--- config.mk ---
export PLATFORM = sky130hd
export DESIGN_NAME = digital_sound_input
export DESIGN_NICKNAME = d
export VERILOG_FILES = /design/src/rtl/digital_sound_input.sv
export SDC_FILE = /design/constraint.sdc
export NUM_CORES = 1
export LEC_CHECK = 0
export ABC_AREA = 1
export BUFFER_PORTS_ARGS = -buffer_cell sky130_fd_sc_hd__buf_2
export CAP_MARGIN = 20
export CORE_MARGIN = 1
export CORE_UTILIZATION = 56
export CTS_BUF_LIST = sky130_fd_sc_hd__clkbuf_8
export DETAILED_ROUTE_END_ITERATION = 6
export PLACE_DENSITY = 0.77
export RECOVER_POWER = 25
export SYNTH_ARGS = -nofsm -noshare
export SYNTH_HDL_FRONTEND = slang
export SYNTH_SLANG_ARGS = --single-unit
--- constraint.sdc ---
create_clock -name clk -period 2.22 [get_ports clk]
set_clock_uncertainty 0.1 [all_clocks]
set_input_delay 0.444 -clock clk [delete_from_list [all_inputs] [get_ports clk]]
set_output_delay 0.444 -clock clk [all_outputs]
set_load 0.05 [all_outputs]
--- src/rtl/digital_sound_input.sv ---
// Serial audio receiver: synchronises bck/lrck/sd into clk, realigns on lrck
// transitions and deserialises 16-bit left/right words into a registered pair.
module digital_sound_input #(
  parameter int SYNC_STAGES = 2
) (
  input  logic        clk,
  input  logic        rst,
  input  logic        enabled,
  input  logic        bck,
  input  logic        sd,
  input  logic        lrck,
  output logic [15:0] left,
  output logic [15:0] right,
  output logic        valid,
  output logic        error,
  input  logic        error_clr
);

  typedef enum logic [1:0] {
    IDLE  = 2'd0,
    SHIFT = 2'd1,
    HOLD  = 2'd2
  } state_t;

  logic [SYNC_STAGES-1:0] bck_sync_r;
  logic [SYNC_STAGES-1:0] sd_sync_r;
  logic [SYNC_STAGES-1:0] lrck_sync_r;
  logic                   bck_s;
  logic                   sd_s;
  logic                   lrck_s;

  logic                   bck_d_r;
  logic                   rise_r;
  logic                   sd_cap_r;
  logic                   lrck_cap_r;
  logic                   prev_lrck_r;

  state_t                 state_r;
  logic [5:0]             count_r;
  logic [15:0]            shift_r;
  logic [15:0]            left_hold_r;
  logic [15:0]            right_word_r;
  logic                   slot_left_r;
  logic                   left_held_r;
  logic                   commit_r;

  logic                   slot_start_s;
  logic                   err_set_s;
  logic [15:0]            shifted_s;

  assign bck_s  = bck_sync_r[SYNC_STAGES-1];
  assign sd_s   = sd_sync_r[SYNC_STAGES-1];
  assign lrck_s = lrck_sync_r[SYNC_STAGES-1];

  // Multi-stage synchronisers for the three asynchronous pins.
  always_ff @(posedge clk) begin
    if (rst) begin
      bck_sync_r  <= '0;
      sd_sync_r   <= '0;
      lrck_sync_r <= '0;
    end else begin
      bck_sync_r  <= {bck_sync_r[SYNC_STAGES-2:0], bck};
      sd_sync_r   <= {sd_sync_r[SYNC_STAGES-2:0], sd};
      lrck_sync_r <= {lrck_sync_r[SYNC_STAGES-2:0], lrck};
    end
  end

  // bck rise detection; sd and lrck are captured alongside so they align with the strobe.
  always_ff @(posedge clk) begin
    if (rst) begin
      bck_d_r    <= 1'b0;
      rise_r     <= 1'b0;
      sd_cap_r   <= 1'b0;
      lrck_cap_r <= 1'b0;
    end else begin
      bck_d_r    <= bck_s;
      rise_r     <= bck_s & ~bck_d_r;
      sd_cap_r   <= sd_s;
      lrck_cap_r <= lrck_s;
    end
  end

  // Slot-start and framing-error decode for the current rise event.
  always_comb begin
    slot_start_s = 1'b0;
    err_set_s    = 1'b0;
    shifted_s    = {shift_r[14:0], sd_cap_r};
    if (rise_r) begin
      slot_start_s = (lrck_cap_r != prev_lrck_r);
    end else begin
      slot_start_s = 1'b0;
    end
    if (rise_r && enabled) begin
      case (state_r)
        SHIFT:   err_set_s = slot_start_s;
        HOLD:    err_set_s = !slot_start_s && (count_r == 6'd32);
        default: err_set_s = 1'b0;
      endcase
    end else begin
      err_set_s = 1'b0;
    end
  end

  // Receive FSM, frame commit and sticky error flag.
  always_ff @(posedge clk) begin
    if (rst) begin
      state_r      <= IDLE;
      count_r      <= 6'd0;
      shift_r      <= 16'd0;
      left_hold_r  <= 16'd0;
      right_word_r <= 16'd0;
      slot_left_r  <= 1'b0;
      left_held_r  <= 1'b0;
      commit_r     <= 1'b0;
      prev_lrck_r  <= 1'b0;
      left         <= 16'd0;
      right        <= 16'd0;
      valid        <= 1'b0;
      error        <= 1'b0;
    end else begin
      valid    <= 1'b0;
      commit_r <= 1'b0;
      if (commit_r) begin
        left  <= left_hold_r;
        right <= right_word_r;
        valid <= 1'b1;
      end

      if (err_set_s) begin
        error <= 1'b1;
      end else if (error_clr) begin
        error <= 1'b0;
      end

      if (rise_r) begin
        prev_lrck_r <= lrck_cap_r;
      end

      if (!enabled) begin
        state_r     <= IDLE;
        count_r     <= 6'd0;
        left_held_r <= 1'b0;
      end else if (rise_r) begin
        case (state_r)
          IDLE: begin
            if (slot_start_s) begin
              shift_r     <= {15'd0, sd_cap_r};
              count_r     <= 6'd1;
              slot_left_r <= lrck_cap_r;
              state_r     <= SHIFT;
            end
          end
          SHIFT: begin
            if (slot_start_s) begin
              // Short slot: drop the partial word and restart on the new slot.
              if (slot_left_r) begin
                left_held_r <= 1'b0;
              end
              shift_r     <= {15'd0, sd_cap_r};
              count_r     <= 6'd1;
              slot_left_r <= lrck_cap_r;
            end else begin
              shift_r <= shifted_s;
              count_r <= count_r + 6'd1;
              if (count_r == 6'd15) begin
                state_r <= HOLD;
                if (slot_left_r) begin
                  left_hold_r <= shifted_s;
                  left_held_r <= 1'b1;
                end else if (left_held_r) begin
                  right_word_r <= shifted_s;
                  commit_r     <= 1'b1;
                  left_held_r  <= 1'b0;
                end
              end
            end
          end
          HOLD: begin
            if (slot_start_s) begin
              shift_r     <= {15'd0, sd_cap_r};
              count_r     <= 6'd1;
              slot_left_r <= lrck_cap_r;
              state_r     <= SHIFT;
            end else if (count_r == 6'd32) begin
              state_r     <= IDLE;
              count_r     <= 6'd0;
              left_held_r <= 1'b0;
            end else begin
              count_r <= count_r + 6'd1;
            end
          end
          default: begin
            state_r     <= IDLE;
            count_r     <= 6'd0;
            left_held_r <= 1'b0;
          end
        endcase
      end
    end
  end

endmodule

==> results by group <==
Detailed routing
  – Vias per cell: 5.14
  – Total Wirelength: 7.12 mm
  – # DRC: 3
  – TritonRoute pass-1 iters: 7
  – DR WL/cell: about 12 um
  – Vias after detailed routing: between 3000 and 4000
  – DRT iter0 DRCs: 174
  – Post-route ant nets: 0

Clocking
  – Htree depth: 3
  – Maximum root-to-sink buffer count: 2
  – Buffer count from post-CTS setup fixing: 0
  – Clk Latency, worst-skew pair: 0.37 ns
  – CTS tree: built
  – CTS buffer count: 9
  – CTS root buffer: clkbuf_8
  – # resized after CTS: 0
  – Clock transition at path regs: 0.10 ns
  – Sink Count: just over 100
  – Post-CTS Hold Buffers: 0

Timing
  – Final Max Tran Viols: 0
  – Final clock period utilization by the worst path: 0.876
  – Final Hold Viols: 0
  – Final setup vio count: 0
  – Unrepaired setup endpoints after global routing: false
  – Least-Margin Pin Slew: 0.935 ns
  – F_max: 514 MHz
  – TNS Setup: 0 ns
  – Final Critical Period: 1.94 ns
  – Max_slew headroom: 0.377

Yosys
  – Sequential area share after synthesis: 0.537
  – Synth cell count leaders: 103 x dfxtp_1, 84 x a21oi_1, 67 x o21ai_0, 66 x inv_1, 63 x nand2_1
  – Simple-gate portion of the synthesized area: 0.140
  – Syn_nets: 502
  – Post-synth top area cell: dfxtp_1
  – Top_reg_cell synth: dfxtp_1
  – Share of flip-flops with an asynchronous set or reset: 0
  – Mux cell area share after synthesis: 0
  – Synth Instances: 489
  – Synth warn: 0
  – Post-synth top area share: 0.537
  – Most common cell in the netlist: dfxtp_1
  – Synth Area in XOR/XNOR: 0
  – Post-synth EDFFs: 0
  – Largest family of logic cells by synthesized area: compound AO/OA/AOI/OAI gates
  – Top cells by area, synth: dfxtp_1 54%, a21oi_1 11%, o21ai_0 8.7%
  – Yosys reg bits: between 100 and 150
  – Syn Std Cell Area: about 0.0038 mm2
  – Synth cell types: 25
  – Syn_area_per_cell: 7.86 um2
  – Adder-Cell Fraction of Synth Area: 0.0195
  – Compound-Gate Fraction of Synth Area: 0.207

Worst setup path
  – Crit-path max cell delay: between 0.3 and 0.4 ns
  – Worst Reg-to-Reg Cells: 8
  – CP endpoint kind: register
  – Worst path cell trace: inv_1 > ha_1 > inv_1 > nor3_4 > nand2_1 > buf_4 > o21ai_0 > a21oi_1
  – Crit-path most repeated cell: inv_1
  – Slowest-stage cell, CP: dfxtp_1
  – Critical path depth in cells: 8
  – Critical path class: register to register
  – Top delay family on crit path: buffers and inverters
  – Required time worst endpoint: 2.38 ns
  – Type of origin of the critical path: register
  – Buffers & Inverters on Critical Path: 3
  – WP data arrival: around 2.1 ns
  – Worst Path Max Fanout: 31

GRT
  – Grt ovf: 0
  – First-pass GRT wire length: 12.3 mm
  – Gr usage total: 0.214
  – Initial antenna violation count: 0
  – Pin count of the biggest net entering global routing: 64
  – Vias in the first global route: ~2900

Power
  – Sequential Power Share: 0.607
  – Sw Ratio: 0.236
  – Internal Power: 2340 uW
  – Comb pwr share: 0.021
  – Pwr Density: 718 mW/mm2
  – VDD IR-drop max: approximately 450 uV
  – LEAKAGE: between 0.0015 and 0.002 uW
  – NetSw: 722 uW
  – Clock power share: 0.372

Min path
  – HP Class: input port to register
  – WHS Path Cells: 3

Placed design
  – Placed inst area: 0.00407 mm2
  – Buffers on Ports: 40
  – RePlAce Congestion: approximately 0.89
  – Post-DP HPWL: between 4 and 5 mm

Run
  – Max_cap viols: 0

Status
  – Status: complete, but fails checks
  – Failing checks: DRC

Floorplan
  – I/O pins: 41
  – Placeable Area: 0.00649 mm2
  – DIE WIDTH: 84.8 um
  – Die area: about 0.0072 mm2
  – Die H: 84.8 um
  – # rows: 29
  – Starting density of the core: 0.591

Layout
  – Share of cells above drive strength 1: 0.128
  – Final Cell Area: between 0.004 and 0.005 mm2
  – Layout area overhead: 10.9%
  – Nets@finish: between 500 and 600
  – Ant. Diodes: 0
[metrics by stage]
| stage | std cells | total power [uW] | util | worst slack (ns) | hold WS, ns |
|---|---|---|---|---|---|
| CTS | 602 | 3090 | 0.657 | 0.280 | 0.164 |
| global placement | 586 | 1960 | 0.626 | 0.401 | 0.282 |
| finish | 602 | 3060 | 0.656 | 0.276 | 0.173 |
| detailed placement | 586 | 1960 | 0.626 | 0.306 | 0.283 |
| global route | 602 | 3180 | 0.656 | 0.0634 | 0.162 |
| floorplan | 489 | 1950 | - | 0.532 | 0.273 |
[path summary, 6_finish.rpt]
| check | start | end | slack, ns |
|---|---|---|---|
| max | state_r[1] | left_hold_r[6] | 0.28 |
| max reg2reg | state_r[1] | left_hold_r[6] | 0.28 |
| min | bck | bck_sync_r[0] | 0.17 |
| min reg2reg | bck_d_r | rise_r | 0.29 |
[power by group through the flow]
stage,clock network [uW],registers (uW),logic (uW)
after floorplan,0,1900,46.7
after global placement,0,1900,61.5
after detailed placement,0,1900,63.7
after CTS,1160,1860,64.5
after global routing,1250,1860,73.1
final,1140,1860,63.1
[logic make-up (layout without fill, tap and decap cells)]
family	count (synthesis)	count (layout)
compound gates	157	157
fa+ha+maj	6	6
buf+inv	94	130
flops	103	103
simple gates	129	129
[cells in the final DEF (no fill, tap or decap), drive strengths merged]
cell | Yosys | final
dfxtp | 103 | 103
o22ai | 1 | 1
nand2 | 64 | 64
nand3 | 18 | 18
and2 | 1 | 1
clkinvlp | 0 | 1
clkinv | 0 | 2
clkbuf | 20 | 13
nor3 | 3 | 3
o21ai | 70 | 70
a31oi | 1 | 1
a21o | 1 | 1
ha | 6 | 6
inv | 67 | 70
buf | 7 | 44
nor2 | 40 | 40
nand4 | 3 | 3
a21oi | 84 | 84
[flip-flops by register name, summed over array words and instances, names as in the netlist]
| name | count |
|---|---|
| left | 16 |
| left_hold_r | 16 |
| right | 16 |
| right_word_r | 16 |
| shift_r | 15 |
| count_r | 6 |
| bck_sync_r | 2 |
| lrck_sync_r | 2 |
| sd_sync_r | 2 |
| state_r | 2 |
| bck_d_r | 1 |
| commit_r | 1 |
| error | 1 |
| left_held_r | 1 |
| lrck_cap_r | 1 |
| prev_lrck_r | 1 |
| rise_r | 1 |
| sd_cap_r | 1 |
| slot_left_r | 1 |
| valid | 1 |
[layout make-up]
type | count | area, um2
inverter | 67 | 251
clock buffer | 10 | 138
tap | 77 | 96.3
timing repair buffer | 47 | 246
sequential | 103 | 2060
fill | 578 | 2230
clock inverter | 6 | 61.3
multi-input combinational | 292 | 1410
[layer usage]
metal	up-vias	global-route usage	wire, um	part of all wire
met1	1405	0.247	3170	0.44
met2	43	0.385	3650	0.51
met4	0	0.0678	70	0.0098
met5	-	0	0	0
met3	8	0.0603	226	0.032
li1	1640	-	-	-
[worst register-to-register path, stage by stage (launching register included)]
cell and delay [ns]:
dfxtp_1 0.34, inv_1 0.09, ha_1 0.27, inv_1 0.15, nor3_4 0.30, nand2_1 0.08, buf_4 0.22, o21ai_0 0.21
a21oi_1 0.08
No activity file was read; power rests on OpenSTA's default activity.
